### src/rtl/uart_rx_sipo.sv
// uart_rx_sipo
// Receive side of the UART link: synchronizes the asynchronous rx line,
// qualifies the start bit at its midpoint, shifts in 8 data bits LSB first,
// checks the stop bit and presents the byte with a one-cycle valid strobe.
//
// State table
//   state     | meaning
//   IDLE      | line idle, waiting for a falling edge on rx_s
//   START     | timing to the middle of the start bit, glitch reject there
//   DATA      | sampling 8 data bits at mid-bit, LSB first
//   STOP      | sampling the stop bit at mid-bit
//   WAIT_HIGH | stop bit was low; hold off until the line returns high
//
// Ports
//   clk          system clock
//   rst          synchronous active-high reset
//   rx_in        asynchronous serial line, idle high
//   data_out     last correctly framed byte, held until the next good frame
//   data_valid   one-cycle pulse, data_out updated on the same cycle
//   framing_err  one-cycle pulse, stop bit sampled low
//   busy         high whenever the FSM is not in IDLE
module uart_rx_sipo #(
  parameter int CLKS_PER_BIT = 16,
  parameter int SYNC_STAGES  = 2
) (
  input  logic       clk,
  input  logic       rst,
  input  logic       rx_in,
  output logic [7:0] data_out,
  output logic       data_valid,
  output logic       framing_err,
  output logic       busy
);

  localparam int CW = (CLKS_PER_BIT > 2) ? $clog2(CLKS_PER_BIT) : 1;
  localparam logic [CW-1:0] CNT_LAST = CW'(CLKS_PER_BIT - 1);
  localparam logic [CW-1:0] CNT_HALF = CW'(CLKS_PER_BIT / 2 - 1);

  typedef enum logic [2:0] {
    IDLE      = 3'd0,
    START     = 3'd1,
    DATA      = 3'd2,
    STOP      = 3'd3,
    WAIT_HIGH = 3'd4
  } state_t;

  state_t state, state_nxt;

  logic [SYNC_STAGES-1:0] sync_q;
  logic                   rx_s;

  logic [CW-1:0] clk_cnt, clk_cnt_nxt;
  logic [2:0]    bit_idx, bit_idx_nxt;
  logic [7:0]    sh, sh_nxt;
  logic [7:0]    data_out_nxt;
  logic          data_valid_nxt;
  logic          framing_err_nxt;

  // Synchronizer resets to all ones so a reset never looks like a start edge.
  always_ff @(posedge clk) begin
    if (rst) begin
      sync_q <= '1;
    end else begin
      sync_q <= {sync_q[SYNC_STAGES-2:0], rx_in};
    end
  end

  assign rx_s = sync_q[SYNC_STAGES-1];

  always_ff @(posedge clk) begin
    if (rst) begin
      state       <= IDLE;
      clk_cnt     <= '0;
      bit_idx     <= '0;
      sh          <= '0;
      data_out    <= '0;
      data_valid  <= 1'b0;
      framing_err <= 1'b0;
    end else begin
      state       <= state_nxt;
      clk_cnt     <= clk_cnt_nxt;
      bit_idx     <= bit_idx_nxt;
      sh          <= sh_nxt;
      data_out    <= data_out_nxt;
      data_valid  <= data_valid_nxt;
      framing_err <= framing_err_nxt;
    end
  end

  always_comb begin
    state_nxt       = state;
    clk_cnt_nxt     = clk_cnt;
    bit_idx_nxt     = bit_idx;
    sh_nxt          = sh;
    data_out_nxt    = data_out;
    data_valid_nxt  = 1'b0;
    framing_err_nxt = 1'b0;

    unique case (state)
      IDLE: begin
        clk_cnt_nxt = '0;
        if (!rx_s) begin
          state_nxt = START;
        end
      end

      START: begin
        if (clk_cnt == CNT_HALF) begin
          clk_cnt_nxt = '0;
          if (!rx_s) begin
            state_nxt   = DATA;
            bit_idx_nxt = '0;
          end else begin
            state_nxt = IDLE;
          end
        end else begin
          clk_cnt_nxt = clk_cnt + 1'b1;
        end
      end

      // Counting a full bit period from mid start bit lands each sample
      // in the middle of the following bit.
      DATA: begin
        if (clk_cnt == CNT_LAST) begin
          clk_cnt_nxt = '0;
          sh_nxt      = {rx_s, sh[7:1]};
          if (bit_idx == 3'd7) begin
            state_nxt = STOP;
          end else begin
            bit_idx_nxt = bit_idx + 1'b1;
          end
        end else begin
          clk_cnt_nxt = clk_cnt + 1'b1;
        end
      end

      // Leaving at mid stop bit leaves half a bit of margin for a
      // back-to-back start edge.
      STOP: begin
        if (clk_cnt == CNT_LAST) begin
          clk_cnt_nxt = '0;
          if (rx_s) begin
            data_out_nxt   = sh;
            data_valid_nxt = 1'b1;
            state_nxt      = IDLE;
          end else begin
            framing_err_nxt = 1'b1;
            state_nxt       = WAIT_HIGH;
          end
        end else begin
          clk_cnt_nxt = clk_cnt + 1'b1;
        end
      end

      WAIT_HIGH: begin
        clk_cnt_nxt = '0;
        if (rx_s) begin
          state_nxt = IDLE;
        end
      end

      default: begin
        state_nxt   = IDLE;
        clk_cnt_nxt = '0;
      end
    endcase
  end

  assign busy = (state != IDLE);

endmodule

### config.mk
export PLATFORM = sky130hd
export DESIGN_NAME = uart_rx_sipo
export DESIGN_NICKNAME = d
export VERILOG_FILES = /design/src/rtl/uart_rx_sipo.sv
export SDC_FILE = /design/constraint.sdc
export NUM_CORES = 1
export LEC_CHECK = 0
export ABC_CLOCK_PERIOD_IN_PS = 4900
export CAP_MARGIN = 30
export CORE_ASPECT_RATIO = 0.7
export CORE_MARGIN = 1
export CORE_UTILIZATION = 40
export CTS_BUF_LIST = sky130_fd_sc_hd__clkbuf_16
export CTS_CLUSTER_SIZE = 24
export DETAILED_ROUTE_END_ITERATION = 7
export GPL_TIMING_DRIVEN = 0
export SYNTH_ARGS = -nofsm -noshare
export SYNTH_HDL_FRONTEND = slang
export SYNTH_SLANG_ARGS = --single-unit
### constraint.sdc
create_clock -name clk -period 4.9 [get_ports clk]
set_clock_uncertainty 0.15 [all_clocks]
set_input_delay 0.98 -clock clk [delete_from_list [all_inputs] [get_ports clk]]
set_output_delay 0.98 -clock clk [all_outputs]
set_load 0.01 [all_outputs]
* Word level (Yosys, flattened, before mapping)
Cells that the tools add are included.
** Storage, ports and cells
- Register bits after elaboration :: 30
- Output and inout port bits :: 11
- Word-level logic and storage cells :: 55
- Input bits :: 3
** Operators by class
- Reductions and logical operators :: 9
- Add/sub/neg operators :: 2
- Muxes and demuxes :: 19
- Bitwise logic cells :: 2
- Equality and inequality tests :: 15
** Operators by type and width (count)
- 3-bit two-way mux :: 11
- 2-bit inequality test (second input constant) :: 8
- 3-bit case mux with 5 select lines :: 1
- 4-bit two-way mux :: 2
- 4-bit case mux with 2 select lines :: 1
- 3-bit by 2-bit equality test with 1-bit output (second input constant) :: 2
- 3-bit equality test (second input constant) :: 2
- 3-bit case mux with 2 select lines :: 1
- 6-bit AND reduction :: 1
- 5-bit AND reduction :: 1
- 4-bit by 1-bit adder with 4-bit output (second input constant) :: 1
- 4-bit by 3-bit equality test with 1-bit output (second input constant) :: 1
- 4-bit equality test (second input constant) :: 1
- 3-bit by 1-bit adder with 3-bit output (second input constant) :: 1
- 3-bit by 1-bit equality test with 1-bit output (second input constant) :: 1
- 3-bit logical NOT :: 1
- 3-bit AND reduction :: 1
- 3-bit nonzero test :: 1
- 3-bit OR reduction :: 1
- 1-bit two-way mux :: 2
- 2-bit two-way mux :: 1
- 1-bit NOT :: 2
- 2-bit AND reduction :: 1
- 2-bit nonzero test :: 1
- 2-bit OR reduction :: 1

* Longest topological paths before layout
- Depth in word-level cells :: 4
- Gate-level depth with buffers :: 6
- Gate-level depth less buffers :: 5

* Least setup slack after synthesis
Ideal clock, no wire load.
- Path kind :: register -> output
- From :: register state[0]
- To :: output port busy
- Arrival time :: 0.831 ns
- Path slack :: 2.939 ns
- Required time :: 3.770 ns
- Buffers on the path :: 1
- Cell stages (with the launch flop) :: 3
- Cells stage by stage :: dfxtp_1 -> buf_2 -> or3_1
** Between the ends
- Longest elaborated chain between the ends :: 1
** Ends and longest elaborated chain
- start, declared :: RTL line 47 : state_t state, state_nxt;
- start signal, assigned :: RTL line 80 : state <= state_nxt;
- 3-bit nonzero test :: RTL line 169 : assign busy = (state != IDLE);
- end, declared :: RTL line 32 : output logic busy
No other way between the ends.

* Final worst setup path
Ends and elaborated chain as after synthesis.

==> run_results.csv <==
group,metric,value,unit
placed_design,place_inst,189,
synth,ys.warnings.count,0,
timing,finalCritPeriodShare,55.87,%
critical_path,start_kind,"register",
timing,hold_viol,0,
min_path,min-delay-path-class,"reg2reg",
global_routing,antenna_found_initial,0,
critical_path,path_max_fanout,10,
synth,synth_seq_cells,30,
timing,setup_ws,2.163,ns
synth,synthAdderAreaFrac,2.809,%
die,ios,14,
synth,synth_compound_area_share,13.01,%
routing,drc,1,
clock_network,hold_buffers,0,
finish,fin_nets,164,
routing,vias,1071,
synth,synth_xor_area_share,1.311,%
synth,synth_cells,138,
finish,area_delta_synth_final,23.22,%
die,dieHeight,50.36,um
critical_path,critPathArrivalTime,1.61,ns
timing,setup_violations,0,
placed_design,dpl-instance-area,1514,um^2
clock_network,post_cts_buffers,0,
routing,via_per_inst,5.464,
clock_network,h-tree-depth,2,
routing,wire_per_inst,14.36,um
synth,netlist_area,1336,um^2
finish,drive_gt1_share,12.03,%
timing,min_period,2.737,ns
finish,final_common_cell,"dfxtp_1",
clock_network,cts.path.max_buffers,2,
timing,slew_headroom,71.67,%
finish,design_area,1647,um^2
routing,wl,2814,um
run,maxCapViolCount,0,
synth,ys_top_cells_by_area,"dfxtp_1, mux2i_1, nand2b_1",
placed_design,place_ws,2.207,ns
synth,yosys_most_used_dff,"dfxtp_1",
run_status,violations,"DRC",
finish,multi_input_area,644.4,um^2
finish,antenna_cells,0,
power,vdd_drop_max,0.0001558,V
die,die_area,3579,um^2
synth,syn_nets,144,
critical_path,crit_required,3.77,ns
synth,synth_edf_count,0,
synth,synth_area_leader_cell,"dfxtp_1",
critical_path,cp-end-kind,"primary output",
timing,slew_violations,0,
finish,nFillCells,305,
timing,tightest_slew,0.4249,ns
placed_design,hpwl,2031,um
power,p_per_area,327.6,nW/um^2
synth,synth_top_family_by_area,"simple AND/OR/NAND/NOR gates",
clock_network,cts-buffers-inserted,5,
routing,drt-initial-drc-count,95,
timing,max_freq,365.3,MHz
clock_network,clkTransAtPathRegs,0.05,ns
timing,hold_ws,0.2537,ns
synth,synth.area.mux_share,5.993,%
timing,setup_tns,0,ns
die,die_w,71.08,um
clock_network,cts_tree,"done",
global_routing,grt_use_total,19.50,%
routing,ant_nets,0,
synth,synth_top_area_share,44.94,%
placed_design,gp_congestion,0.7910,
die,floorplan.initialDensity,42.16,%
run_status,status,"finished, violations left",
clock_network,numClockSinks,30,
synth,syn_avg_cell_area,9.683,um^2
synth,yosysSeqAreaShare,44.94,%
placed_design,numPortBuffers,13,
global_routing,grt_max_degree,11,
global_routing,grt_pass1_vias,1032,
synth,synth.distinct_cells,39,
global_routing,grt-ovfl-total,0,
clock_network,cts_resized,0,
clock_network,cts_root_buf,"clkbuf_16",
die,core_area,3169,um^2
critical_path,setup.worst_path.class,"reg2out",
global_routing,grt_pass1_wl,5050,um
finish,stdcell_count,196,
finish,final_cell_mix,"dfxtp_1, clkdlybuf4s50_1, nand2b_1",
power,p_leak,0.6770,nW
finish,register_area,600.6,um^2
synth,synth_simple_gate_area_share,25.09,%
die,rows,17,
timing,grt_setup_unrepaired,"false",
routing,drt-pass1-iter-count,6,
synth,synthArstFlopShare,0,%
clock_network,clk_latency,0.27,ns
state kept, by name, summed over array words and instances, names as in the netlist:
signal and cells:
bit_idx 3, clk_cnt 4, data_out 8, data_valid 1, framing_err 1, sh 8
state 3, sync_q 2
cell families (layout without fill, tap and decap cells):
| logic type | Yosys count | after routing |
|---|---|---|
| AND/OR/NAND/NOR | 51 | 51 |
| multiplexers | 8 | 8 |
| AO/OA/AOI/OAI | 28 | 28 |
| buffers and inverters | 16 | 36 |
| adder cells (fa/ha/maj) | 3 | 3 |
| XOR/XNOR | 2 | 2 |
| flip-flops | 30 | 30 |
final cells by class:
cell class	instances	share of cell area (%)
buffer	12	4.635
clock buffer	5	7.599
clock inverter	2	0.4559
inverter	4	0.9119
multi-input combinational	92	39.13
sequential	30	36.47
tap	38	2.888
timing repair buffer	13	7.903
Yosys cell counts, types with 2 or more instances:
cell	n
a21oi_1	9
dfxtp_1	30
mux2i_1	8
nand2b_1	11
nand3_1	10
ha_1	3
buf_2	4
o21ai_0	9
a211oi_1	2
or2_2	2
clkbuf_1	3
buf_6	2
nor3_1	3
nand2_1	4
or3_1	3
nor2_1	4
buf_4	3
o41ai_1	2
inv_1	4
nand4b_1	3
path summary, 6_finish.rpt:
| path | from | end | slack [ns] | cells after the start |
|---|---|---|---|---|
| worst min register to register | sync_q[0]$_SDFF_PP1_ | sync_q[1]$_SDFF_PP1_ | 0.25 | 1 |
| worst max-delay path | state[0]$_SDFFE_PP0P_ | busy | 2.16 | 3 |
| worst min-delay path | sync_q[0]$_SDFF_PP1_ | sync_q[1]$_SDFF_PP1_ | 0.25 | 1 |
| worst max register to register | bit_idx[0]$_SDFFE_PP0P_ | bit_idx[0]$_SDFFE_PP0P_ | 3.06 | 5 |
metal layers:
metal | part of all wire, % | vias up | track usage, %
met5 | 0 | - | 0
met3 | 4.9 | 4 | 5.422
li1 | - | 541 | -
met1 | 50 | 499 | 26.56
met4 | 1.3 | 0 | 12.00
met2 | 44 | 27 | 27.24
critical path, cell delays in order, from the launching register on:
cell and delay (ns):
dfxtp_1 0.31, buf_2 0.18, or3_1 0.36, clkdlybuf4s50_1 0.48
through the flow:
stage	util (%)	total power, W
after CTS	51.95	0.0005478
after global placement	47.77	0.0002649
after global routing	51.95	0.0005590
after floorplan	-	0.0002601
final	51.95	0.0005393
after detailed placement	47.77	0.0002653
where the power goes:
part / switching, W / internal, W
clock: 0.0000983 / 0.000180
sequential: 0.00000120 / 0.000246
combinational: 0.00000671 / 0.00000653
total: 0.000106 / 0.000433
(Power assumes the default switching activity.)
